$ cat src/rtl/dep_sb_pkg.sv
// Shared types for the decode dependency scoreboard: counter width at default
// sizing and the slot index used for the condition-code counter.
package lc3b_types;
    typedef logic [2:0] lc3b_reg;
endpackage

package dep_sb_pkg;
    import lc3b_types::*;

    localparam int DEF_NUM_REGS     = 2 ** $bits(lc3b_reg);
    localparam int DEF_MAX_INFLIGHT = 3;
    localparam int SB_CNT_W         = $clog2(DEF_MAX_INFLIGHT + 1);

    typedef logic [SB_CNT_W-1:0] sb_count;

    // The CC counter lives one past the last architectural register.
    localparam int CC_IDX = DEF_NUM_REGS;
endpackage

$ cat src/rtl/dep_scoreboard_sb_counter.sv
// One pending-writer counter: net +inc/-dec per edge, clamped at zero, with
// an underflow strobe for the sticky error in the top.
module sb_counter #(
    parameter int CNT_W   = 2,
    parameter int MAX_CNT = 3,
    parameter int DEC_W   = 2
) (
    input  logic             clk,
    input  logic             rst_n,
    input  logic             inc_i,
    input  logic [DEC_W-1:0] dec_cnt_i,
    output logic [CNT_W-1:0] count_o,
    output logic             nonzero_o,
    output logic             at_max_o,
    output logic             underflow_o
);
    logic [CNT_W-1:0] count_q, count_d;
    int unsigned      up, down;

    always_comb begin
        up          = 32'(count_q) + 32'(inc_i);
        down        = 32'(dec_cnt_i);
        underflow_o = (down > up);
        count_d     = underflow_o ? '0 : CNT_W'(up - down);
    end

    always_ff @(posedge clk) begin
        if (!rst_n) begin
            count_q <= '0;
        end else begin
            count_q <= count_d;
        end
    end

    assign count_o   = count_q;
    assign nonzero_o = (count_q != '0);
    assign at_max_o  = (count_q == CNT_W'(MAX_CNT));
endmodule

$ cat src/rtl/dep_scoreboard.sv
// Decode-stage dependency scoreboard: per-register and CC pending-writer
// counters driving a zero-latency decode stall.
module dep_scoreboard
    import dep_sb_pkg::*;
#(
    parameter int NUM_REGS      = 8,
    parameter int NUM_SRC       = 2,
    parameter int MAX_INFLIGHT  = 3,
    parameter int NUM_KILL      = 2,
    parameter int BYPASS_RETIRE = 0,
    localparam int REG_W        = $clog2(NUM_REGS),
    localparam int CNT_W        = $clog2(MAX_INFLIGHT + 1)
) (
    input  logic                      clk,
    input  logic                      rst_n,
    input  logic                      issue_valid,
    input  logic                      issue_go,
    input  logic [NUM_SRC*REG_W-1:0]  issue_sr,
    input  logic [NUM_SRC-1:0]        issue_sr_needed,
    input  logic                      issue_ld_reg,
    input  logic [REG_W-1:0]          issue_dr,
    input  logic                      issue_ld_cc,
    input  logic                      issue_needs_cc,
    input  logic                      retire_valid,
    input  logic                      retire_ld_reg,
    input  logic [REG_W-1:0]          retire_dr,
    input  logic                      retire_ld_cc,
    input  logic [NUM_KILL-1:0]       kill_valid,
    input  logic [NUM_KILL-1:0]       kill_ld_reg,
    input  logic [NUM_KILL*REG_W-1:0] kill_dr,
    input  logic [NUM_KILL-1:0]       kill_ld_cc,
    output logic                      dep_stall,
    output logic                      issue_fire,
    output logic [NUM_REGS-1:0]       pending_mask,
    output logic                      cc_pending,
    output logic                      sb_error
);
    localparam int SLOTS   = NUM_REGS + 1;
    localparam int CC_SLOT = NUM_REGS;
    localparam int DEC_W   = $clog2(NUM_KILL + 2);

    logic [SLOTS-1:0] inc, nonzero, at_max, underflow;
    logic [CNT_W-1:0] count   [SLOTS];
    logic [DEC_W-1:0] dec_cnt [SLOTS];
    logic             data_hz, cc_hz, struct_hz;
    logic             sb_error_q, sb_error_d;

    for (genvar s = 0; s < SLOTS; s++) begin : g_slot
        sb_counter #(
            .CNT_W   (CNT_W),
            .MAX_CNT (MAX_INFLIGHT),
            .DEC_W   (DEC_W)
        ) u_cnt (
            .clk         (clk),
            .rst_n       (rst_n),
            .inc_i       (inc[s]),
            .dec_cnt_i   (dec_cnt[s]),
            .count_o     (count[s]),
            .nonzero_o   (nonzero[s]),
            .at_max_o    (at_max[s]),
            .underflow_o (underflow[s])
        );
    end

    // Each retire and each kill that names a slot subtracts one from it.
    always_comb begin
        for (int s = 0; s < SLOTS; s++) begin
            inc[s]     = 1'b0;
            dec_cnt[s] = '0;
        end
        for (int r = 0; r < NUM_REGS; r++) begin
            inc[r] = issue_fire && issue_ld_reg && (issue_dr == REG_W'(r));
            if (retire_valid && retire_ld_reg && (retire_dr == REG_W'(r))) begin
                dec_cnt[r] = dec_cnt[r] + DEC_W'(1);
            end
            for (int k = 0; k < NUM_KILL; k++) begin
                if (kill_valid[k] && kill_ld_reg[k] &&
                    (kill_dr[k*REG_W +: REG_W] == REG_W'(r))) begin
                    dec_cnt[r] = dec_cnt[r] + DEC_W'(1);
                end
            end
        end
        inc[CC_SLOT] = issue_fire && issue_ld_cc;
        if (retire_valid && retire_ld_cc) begin
            dec_cnt[CC_SLOT] = dec_cnt[CC_SLOT] + DEC_W'(1);
        end
        for (int k = 0; k < NUM_KILL; k++) begin
            if (kill_valid[k] && kill_ld_cc[k]) begin
                dec_cnt[CC_SLOT] = dec_cnt[CC_SLOT] + DEC_W'(1);
            end
        end
    end

    // A last outstanding writer retiring this cycle may release the reader early.
    always_comb begin
        logic [REG_W-1:0] src;
        logic             byp;
        data_hz = 1'b0;
        src     = '0;
        byp     = 1'b0;
        for (int i = 0; i < NUM_SRC; i++) begin
            src = issue_sr[i*REG_W +: REG_W];
            byp = (BYPASS_RETIRE != 0) && (count[src] == CNT_W'(1)) &&
                  retire_valid && retire_ld_reg && (retire_dr == src);
            if (issue_sr_needed[i] && nonzero[src] && !byp) begin
                data_hz = 1'b1;
            end
        end
        cc_hz = issue_needs_cc && nonzero[CC_SLOT] &&
                !((BYPASS_RETIRE != 0) && (count[CC_SLOT] == CNT_W'(1)) &&
                  retire_valid && retire_ld_cc);
        struct_hz = (issue_ld_reg && at_max[issue_dr]) ||
                    (issue_ld_cc && at_max[CC_SLOT]);
    end

    assign dep_stall  = issue_valid && (data_hz || cc_hz || struct_hz);
    assign issue_fire = issue_valid && issue_go && !dep_stall;

    assign sb_error_d = sb_error_q || (|underflow);

    always_ff @(posedge clk) begin
        if (!rst_n) begin
            sb_error_q <= 1'b0;
        end else begin
            sb_error_q <= sb_error_d;
        end
    end

    assign pending_mask = nonzero[NUM_REGS-1:0];
    assign cc_pending   = nonzero[CC_SLOT];
    assign sb_error     = sb_error_q;
endmodule

$ cat config.mk
export PLATFORM = sky130hd
export DESIGN_NAME = dep_scoreboard
export DESIGN_NICKNAME = d
export VERILOG_FILES = /design/src/rtl/dep_sb_pkg.sv /design/src/rtl/dep_scoreboard_sb_counter.sv /design/src/rtl/dep_scoreboard.sv
export SDC_FILE = /design/constraint.sdc
export NUM_CORES = 1
export LEC_CHECK = 0
export CORE_AREA = 2 2 73 75
export CTS_CLUSTER_DIAMETER = 40
export DETAILED_ROUTE_END_ITERATION = 10
export DIE_AREA = 0 0 75 77
export GPL_ROUTABILITY_DRIVEN = 0
export PLACE_DENSITY = 0.8
export SLEW_MARGIN = 25
export SYNTH_ARGS = -nofsm -noshare
export SYNTH_HDL_FRONTEND = slang
export SYNTH_SLANG_ARGS = --single-unit
$ cat constraint.sdc
create_clock -name clk -period 3.93 [get_ports clk]
set_clock_uncertainty 0.05 [all_clocks]
set_input_delay 0.5895 -clock clk [delete_from_list [all_inputs] [get_ports clk]]
set_output_delay 0.5895 -clock clk [all_outputs]
set_load 0.03 [all_outputs]
==> impl_metrics.json, run 1 <==
{
  "floorplan.die_area_sq_um": 5780,
  "cts_max_level": 1,
  "number_of_enable_type_register_cells_in_the_synthesized_netlist": 0,
  "layout.area.seq_sq_um": 380,
  "grt_start_max_net_pins": 11,
  "dr.first_iter.drc_count": 154,
  "layout.filler_cells": 436,
  "core_sq_um": 4980,
  "ys_ff_latch": 19,
  "yosys.cell_count.top_type": "ha_1",
  "timing.hold.worst.class": "register to register",
  "vias_in_the_first_global_route": 2331,
  "yosys_warnings": 0,
  "synth_commonest_cells": "ha_1, inv_1, nor2_1",
  "cts-hold-fix-buffers": 0,
  "routed_wirelength_mm": 5.94,
  "r2r-end": "sb_error$_SDFF_PN0_",
  "fmax_mhz": 268,
  "p_per_area_nw_per_um2": 267,
  "grt_antenna_before_repair": 0,
  "synth.yosys.seq_area_share": 0.147,
  "clock_path_buffers": 2,
  "top_level_ports": 48,
  "root_buffer": "clkbuf_8",
  "post-cts-setup-buffer-count": 0,
  "final_core_utilization": 0.672,
  "clkSinkCount": 19,
  "ant_nets": 0,
  "nNetsFinal": 502,
  "grt_setup_unrepaired": "false",
  "finalHoldViolCount": 0,
  "r2r_slack_ps": 460,
  "maxCapViolations": 0,
  "dp_hpwl_mm": 4.97,
  "antenna-diode-count": 0,
  "area_growth_syn_to_layout_pct": 28.8,
  "grt_total_ovfl": 0,
  "crit-reg2reg-launch": "g_slot[6].u_cnt.count_o[1]$_SDFF_PP0_",
  "floorplan.die.height_um": 77,
  "first_pass_grt_wire_length_mm": 9.82,
  "finalInstanceArea_sq_um": 3340,
  "critical_path_peak_fanout": 7,
  "netlist.top_cell.by_area": "ha_1",
  "cts_made_buffers": 3,
  "worst_setup_path_startpoint": "issue_dr[0]",
  "synth.cell_area_sq_um": 2600,
  "holdCritStartpoint": "sb_error$_SDFF_PN0_",
  "asyncSetResetFlopFracSynth": 0,
  "leakagePower_nw": 1.59,
  "crit_path_end": "dep_stall",
  "globalRouteTotalUtil": 0.212,
  "final_layout_size_suffix_gt1_frac": 0.0920,
  "worst-setup-path-type": "primary input to output pin",
  "final_min_period_over_clock_period": 0.950,
  "via_per_inst": 5.19,
  "dpl_cell_area_sq_um": 3230,
  "slew_headroom": 0.657,
  "worst_tran_pin_value_ps": 511,
  "route.detailed.drc": 0,
  "synth_flop_cell": "dfxtp_1",
  "tritoncts": "built",
  "detailedRoute.firstPassIterationCount": 4,
  "data_arrival_time_of_the_critical_path_ps": 3100,
  "type_of_element_launching_the_critical_path": "primary input",
  "initial_core_util": 0.522,
  "cts.reportedPaths.clkPinSlew_ps": 70,
  "crit_required_ps": 3290,
  "latest_clock_arrival_within_the_worst_skew_pair_ps": 260,
  "numPortBuffers": 47,
  "syn-num-nets": 440,
  "setup_violations": 0,
  "die_width_um": 75,
  "status": "finished, final reports clean",
  "worstSetupEndpointType": "output pin",
  "multi_input_area_sq_um": 2060,
  "synth_area_leaders": "ha_1, dfxtp_1, inv_1",
  "postSynthAreaPerCell_sq_um": 7.61,
  "number_of_gates_resized_after_cts": 0,
  "synth_largest_type_area_fraction": 0.304,
  "synth.distinct_cells": 39,
  "num_vias": 2451,
  "vdd_drop_max_mv": 0.219,
  "floorplan.rows": 26,
  "detail_route.wl_per_cell_um": 12.6,
  "layout_min_cycle_time_ps": 3730,
  "reg2regPathDepth": 13,
  "syn_inst": 341,
  "timing.final.max_slew_violations": 0
}
worst max-delay path: stages:
cell and delay, ps:
clkdlybuf4s50_1 610, nor2_1 130, a221o_1 330, a211o_1 290, a21boi_1 230, buf_4 150, o21a_1 100, clkdlybuf4s50_1 660
stage by stage:
stage                     setup WS, ps  total power [mW]  TNS, ps  std cells  hold slack (ps)
after detailed placement          -185             0.738     -200        467              533
after floorplan                    613             0.563        0        341              670
after CTS                         74.1             0.875        0        471              549
after global routing              3.09             0.961        0        472              587
after global placement            -145             0.726     -145        467              538
final                              195             0.893        0        472              550
cell type report:
class                           instances  area share
Clock buffer                            4      0.0135
Timing Repair Buffer                   65       0.181
Inverter                               45      0.0505
Multi-Input combinational cell        269       0.615
Tap cell                               70      0.0262
Sequential cell                        19       0.114
power breakdown:
group          switching [mW]  internal [mW]  leakage (nW)  total [mW]
Sequential             0.0265          0.219         0.155       0.245
Combinational           0.260          0.248          1.41       0.509
Clock                  0.0671         0.0721        0.0228       0.139
Total                   0.354          0.539          1.59       0.893
layer usage:
layer	vias to the layer above	global-route usage	wire length, um
li1	1260	-	-
met1	1076	0.267	2680
met2	99	0.369	2770
met3	16	0.0158	334
met4	0	0.0750	151
met5	-	0	0
cells by family after synthesis:
family,count (synthesis),share of synthesized area
AO/OA/AOI/OAI,43,0.105
XOR/XNOR,18,0.0607
adder cells (fa/ha/maj),63,0.304
buffers and inverters,54,0.0896
flip-flops,19,0.147
multiplexers,2,0.0173
AND/OR/NAND/NOR,142,0.277
worst min path at each step:
stage	endpoint	slack, ps	cells after the start
6_report	sb_error$_SDFF_PN0_	550	2
5_1_grt	sb_error$_SDFF_PN0_	590	2
2_1_floorplan	g_slot[8].u_cnt.count_o[0]$_SDFF_PP0_	670	3
4_1_cts	sb_error$_SDFF_PN0_	550	2
3_3_place_gp	sb_error$_SDFF_PN0_	540	2
3_5_place_dp	sb_error$_SDFF_PN0_	530	2
flip-flops by register name, indices dropped and copies added, names as in the netlist:
register	cells
g_slot.u_cnt.count_o	18
sb_error	1
placed cells by master, fill, tap and decap left out, types with 9 or more instances in the layout:
cell type / netlist / final
nand2_1: 34 / 34
clkdlybuf4s50_1: 0 / 47
dfxtp_1: 19 / 19
a21oi_1: 15 / 15
xor2_1: 16 / 16
inv_1: 45 / 45
ha_1: 63 / 63
buf_4: 8 / 18
nor2_1: 41 / 41
nor2b_1: 14 / 14
nand3_1: 9 / 9
(Power assumes the default switching activity.)
==> inputs of run 2 (changes only) <==
--- a/config.mk
+++ b/config.mk
@@ -5,10 +5,10 @@
 export SDC_FILE = /design/constraint.sdc
 export NUM_CORES = 1
 export LEC_CHECK = 0
-export CORE_AREA = 2 2 73 75
+export CORE_AREA = 4 4 75 77
 export CTS_CLUSTER_DIAMETER = 40
 export DETAILED_ROUTE_END_ITERATION = 10
-export DIE_AREA = 0 0 75 77
+export DIE_AREA = 0 0 79 81
 export GPL_ROUTABILITY_DRIVEN = 0
 export PLACE_DENSITY = 0.8
 export SLEW_MARGIN = 25
==> run 2 against run 1 <==
- sequential cell count is the same
- critical path type is now primary input to register
- largest cell class unchanged
- final cell count up 0.21%
- die area up 11%
- register-to-register slack worse by 60 ps
- via count about the same
==> impl_metrics.json, run 2 (same netlist as run 1, synthesis figures left out) <==
{
  "critical_path_peak_fanout": 8,
  "data_arrival_time_of_the_critical_path_ps": 3870,
  "slew_headroom": 0.672,
  "timing.hold.worst_endpoint": "sb_error$_SDFF_PN0_",
  "grt_antenna_before_repair": 0,
  "core_sq_um": 5010,
  "layout.cells.most_common": "ha_1",
  "initial_core_util": 0.518,
  "top_level_ports": 48,
  "floorplan.die.height_um": 81,
  "dr.first_iter.drc_count": 87,
  "type_of_element_launching_the_critical_path": "primary input",
  "fmax_mhz": 266,
  "cts-hold-fix-buffers": 0,
  "power.share.sequential": 0.273,
  "r2r_slack_ps": 400,
  "vdd_drop_max_mv": 0.203,
  "first_pass_grt_wire_length_mm": 9.98,
  "globalRouteTotalUtil": 0.193,
  "finalHoldViolCount": 0,
  "layout_common_cells": "ha_1, clkdlybuf4s50_1, inv_1, nor2_1, nand2_1",
  "route.detailed.drc": 0,
  "final_min_period_over_clock_period": 0.958,
  "dp_hpwl_mm": 5.20,
  "root_buffer": "clkbuf_8",
  "p_per_area_nw_per_um2": 265,
  "holdCritStartpoint": "sb_error$_SDFF_PN0_",
  "vias_in_the_first_global_route": 2358,
  "detail_route.wl_per_cell_um": 12.8,
  "tritoncts": "built",
  "antenna-diode-count": 0,
  "floorplan.die_area_sq_um": 6400,
  "grt_total_ovfl": 0,
  "cp_slowest_stage_delay_ps": 450,
  "timing.final.max_slew_violations": 0,
  "latest_clock_arrival_within_the_worst_skew_pair_ps": 260,
  "numPortBuffers": 47,
  "cell_type_with_the_highest_occurrence_count_on_the_critical_path": "ha_1",
  "cts_max_level": 1,
  "nNetsFinal": 503,
  "detailedRoute.firstPassIterationCount": 4,
  "grt_start_max_net_pins": 11,
  "crit_family": "simple AND/OR/NAND/NOR gates",
  "cts_made_buffers": 3,
  "p_comb_frac": 0.572,
  "reg2regPathDepth": 13,
  "hold_path_depth": 2,
  "die_width_um": 79,
  "timing.critical_path.depth": 15,
  "dpl_cell_area_sq_um": 3240,
  "timing.hold.worst.class": "register to register",
  "maxCapViolations": 0,
  "crit-reg2reg-launch": "g_slot[4].u_cnt.count_o[1]$_SDFF_PP0_",
  "largest_register_ffs": 18,
  "worstSetupEndpointType": "register",
  "final-instance-count-excl-fill": 473,
  "net_switching_fraction_of_the_power": 0.396,
  "cp_num_buf_inv": 3,
  "switching_pwr_uw": 353,
  "cts.reportedPaths.clkPinSlew_ps": 70,
  "floorplan.rows": 26,
  "clock_path_buffers": 2,
  "ant_nets": 0,
  "via_per_inst": 5.19,
  "numPlacedInstances": 469,
  "finalInstanceArea_sq_um": 3370,
  "clkSinkCount": 19,
  "status": "finished, final reports clean",
  "r2r-end": "sb_error$_SDFF_PN0_",
  "routed_wirelength_mm": 6.04,
  "worst-setup-path-type": "primary input to register",
  "post-cts-setup-buffer-count": 0,
  "clkPwrFrac": 0.155,
  "setup_violations": 0,
  "grt_setup_unrepaired": "false",
  "internal-power_uw": 540,
  "worst_tran_pin_value_ps": 489,
  "num_vias": 2453,
  "whs_ps": 647,
  "leakagePower_nw": 1.60,
  "worst_setup_path_startpoint": "issue_sr[1]",
  "path_cells": "clkdlybuf4s50_1, buf_4, nor4b_1, nor3_1, a22oi_2, nand4b_4, nor4b_4, ha_1, ha_1, inv_1, ha_1, nor2b_1, o21ai_1, nand4_1, o31a_1",
  "layout_min_cycle_time_ps": 3770,
  "cpMaxStageDelayCell": "clkdlybuf4s50_1",
  "area_growth_syn_to_layout_pct": 29.7,
  "crit_required_ps": 4030,
  "final_layout_size_suffix_gt1_frac": 0.0943
}
==> run 2: worst max-delay path by stage <==
stage                           to  slack (ps)
2_1_floorplan  sb_error$_SDFF_PN0_         610
3_3_place_gp   sb_error$_SDFF_PN0_        -280
3_5_place_dp   sb_error$_SDFF_PN0_        -350
4_1_cts        sb_error$_SDFF_PN0_          20
5_1_grt        sb_error$_SDFF_PN0_          20
6_report       sb_error$_SDFF_PN0_         160
==> run 2: worst reg2reg max path: stages (launching register included) <==
cell      delay, ps
dfxtp_1         350
or2_1           280
mux4_2          500
a31oi_4         200
nand4b_4        270
nor4b_4         370
ha_1            200
ha_1            230
inv_1            60
ha_1            230
nor2b_1         130
o21ai_1         160
nand4_1         140
o31a_1          260
==> run 2: metrics by stage <==
| stage | setup TNS, ps | power (mW) | util | setup slack, ps |
|---|---|---|---|---|
| after floorplan | 0 | 0.563 | - | 613 |
| after global placement | -292 | 0.730 | 0.647 | -280 |
| after detailed placement | -640 | 0.744 | 0.647 | -354 |
| after CTS | 0 | 0.884 | 0.658 | 21.9 |
| after global routing | 0 | 0.963 | 0.672 | 18.7 |
| final | 0 | 0.893 | 0.672 | 164 |
==> run 2: layout make-up <==
class                   instances  area, sq um
multi-input cells             268         2060
fillers                       451         1640
repair buffers                 67          627
inverters                      45          169
well taps                      70         87.6
flip-flops and latches         19          380
clock buffers                   4         45.0
==> run 2: power by group through the flow <==
stage / clock [mW] / sequential, mW / combinational, mW
final: 0.139 / 0.244 / 0.511
after global routing: 0.149 / 0.248 / 0.566
after CTS: 0.141 / 0.243 / 0.500
after detailed placement: 0 / 0.247 / 0.497
after global placement: 0 / 0.247 / 0.483
after floorplan: 0 / 0.244 / 0.320
==> run 2: routing by layer <==
layer | up-vias | wire length (um) | GRT usage
met1 | 1113 | 2660 | 0.227
met4 | 0 | 87 | 0.0584
met5 | - | 0 | 0
met2 | 76 | 2970 | 0.367
met3 | 8 | 317 | 0.0211
li1 | 1256 | - | -
==> run 2: timing repair <==
action | 4_1_cts | 5_1_grt
endpoints found under the setup margin | 1 | 1
pin swaps | 0 | 5
resized for setup | 2 | 17
==> inputs of run 3 (changes only) <==
--- a/config.mk
+++ b/config.mk
@@ -5,12 +5,11 @@
 export SDC_FILE = /design/constraint.sdc
 export NUM_CORES = 1
 export LEC_CHECK = 0
-export CORE_AREA = 4 4 75 77
+export CORE_AREA = 4 4 92 94
 export CTS_CLUSTER_DIAMETER = 40
 export DETAILED_ROUTE_END_ITERATION = 10
-export DIE_AREA = 0 0 79 81
+export DIE_AREA = 0 0 96 98
 export GPL_ROUTABILITY_DRIVEN = 0
-export PLACE_DENSITY = 0.8
 export SLEW_MARGIN = 25
 export SYNTH_ARGS = -nofsm -noshare
 export SYNTH_HDL_FRONTEND = slang
==> run 3 against run 2 <==
- sequential power about the same
- highest routed layer unchanged
- largest power group unchanged
- first-iteration DRC count is 39% lower
- utilization shrank 21 points
==> impl_metrics.json, run 3 (same netlist as run 1, synthesis figures left out) <==
{
  "core_sq_um": 7650,
  "cts_max_level": 1,
  "layout.cells.most_common": "ha_1",
  "crit_family": "buffers and inverters",
  "numPlacedInstances": 503,
  "layout.area.seq_sq_um": 380,
  "multi_input_area_sq_um": 2150,
  "floorplan.die_area_sq_um": 9410,
  "tritoncts": "built",
  "worst_tran_pin_value_ps": 439,
  "floorplan.rows": 32,
  "vdd_drop_max_mv": 0.104,
  "cp_num_buf_inv": 3,
  "worstSetupEndpointType": "output pin",
  "crit_required_ps": 3290,
  "die_width_um": 96,
  "final_layout_size_suffix_gt1_frac": 0.123,
  "initial_core_util": 0.339,
  "grt_setup_unrepaired": "true",
  "leakagePower_nw": 1.65,
  "largest_register_ffs": 18,
  "routed_wirelength_mm": 6.34,
  "maxCapViolations": 0,
  "path_cells": "clkdlybuf4s50_1, nor2_1, a221o_1, a211o_1, a21boi_1, buf_4, o21a_1, clkdlybuf4s50_1",
  "vias_in_the_first_global_route": 2173,
  "whs_ps": 609,
  "finalWorstSetupSlack_ps": 117,
  "dp_worst_setup_slack_ps": -343,
  "cpMaxStageDelayCell": "clkdlybuf4s50_1",
  "root_buffer": "clkbuf_8",
  "area_growth_syn_to_layout_pct": 35.6,
  "setup_violations": 0,
  "route.detailed.drc": 0,
  "critical_path_peak_fanout": 6,
  "timing.final.max_slew_violations": 0,
  "fmax_mhz": 262,
  "dr.first_iter.drc_count": 53,
  "antenna-diode-count": 0,
  "cell_type_with_the_highest_occurrence_count_on_the_critical_path": "clkdlybuf4s50_1",
  "final_min_period_over_clock_period": 0.970,
  "first_pass_grt_wire_length_mm": 9.81,
  "grt_antenna_before_repair": 0,
  "cp_slowest_stage_delay_ps": 660,
  "p_per_area_nw_per_um2": 263,
  "status": "finished, final reports clean",
  "clkSinkCount": 19,
  "finalHoldViolCount": 0,
  "detailedRoute.firstPassIterationCount": 4,
  "clock_path_buffers": 2,
  "slew_headroom": 0.705,
  "fin_setup_tns_ps": 0,
  "grt_total_ovfl": 0,
  "latest_clock_arrival_within_the_worst_skew_pair_ps": 250,
  "layout.filler_cells": 750,
  "worst-setup-path-type": "primary input to output pin",
  "cts_made_buffers": 3,
  "timing.hold.worst.class": "register to register",
  "detail_route.wl_per_cell_um": 12.4,
  "via_per_inst": 4.65,
  "dpl_cell_area_sq_um": 3300,
  "floorplan.die.height_um": 98,
  "top_level_ports": 48,
  "type_of_element_launching_the_critical_path": "primary input",
  "cts.reportedPaths.clkPinSlew_ps": 80,
  "num_vias": 2372,
  "dp_hpwl_mm": 5.34,
  "layout_min_cycle_time_ps": 3810,
  "data_arrival_time_of_the_critical_path_ps": 3170,
  "ant_nets": 0,
  "finalInstanceArea_sq_um": 3520,
  "numPortBuffers": 47,
  "cts-hold-fix-buffers": 0,
  "nNetsFinal": 508,
  "grt_start_max_net_pins": 11,
  "final_core_utilization": 0.460,
  "layout_common_cells": "ha_1, clkdlybuf4s50_1, inv_1, nor2_1, nand2_1",
  "final-instance-count-excl-fill": 510,
  "report.power.total_uw": 925,
  "globalRouteTotalUtil": 0.130
}
run 3: changes by cell type in the layout (fill, tap and decap cells not counted), moves of 3 or more:
cell	change
buf_4	+5
o21ai_2	+4
nor4_2	-3
nor4_4	+3
o21ai_0	-3
run 3: timing repair:
action	in CTS	in global routing
endpoints found under the setup margin	1	10
setup buffers	0	2
endpoints found under the hold margin	0	0
gates resized for setup	1	32
cloned	0	1
pin swaps	0	8
run 3: report_power, final:
part	switching, mW	internal [mW]
combinational	0.278	0.261
clock	0.0684	0.0721
sequential	0.0275	0.218
run 3: path summary, 6_finish.rpt:
path | end | cells after the start | slack, ps | start
min reg2reg | sb_error$_SDFF_PN0_ | 2 | 610 | sb_error$_SDFF_PN0_
min | sb_error$_SDFF_PN0_ | 2 | 610 | sb_error$_SDFF_PN0_
max | dep_stall | 8 | 120 | issue_dr[0]
max reg2reg | sb_error$_SDFF_PN0_ | 13 | 380 | g_slot[7].u_cnt.count_o[0]$_SDFF_PP0_
run 3: worst min-delay path: stages (launching register included):
cell	delay (ps)
dfxtp_1	360
nand2b_1	150
o31a_1	130
run 3: cell type report:
class                      count  area share
multi-input combinational    269       0.609
inverter                      45      0.0480
tap                          102      0.0362
clock buffer                   4      0.0128
timing repair buffer          71       0.186
sequential                    19       0.108
run 3: layer usage:
layer	wire [um]	up-vias	global-route usage
met1	3110	1038	0.182
met5	0	-	0
met3	318	6	0.0131
li1	-	1269	-
met2	2810	59	0.213
met4	95	0	0.0328
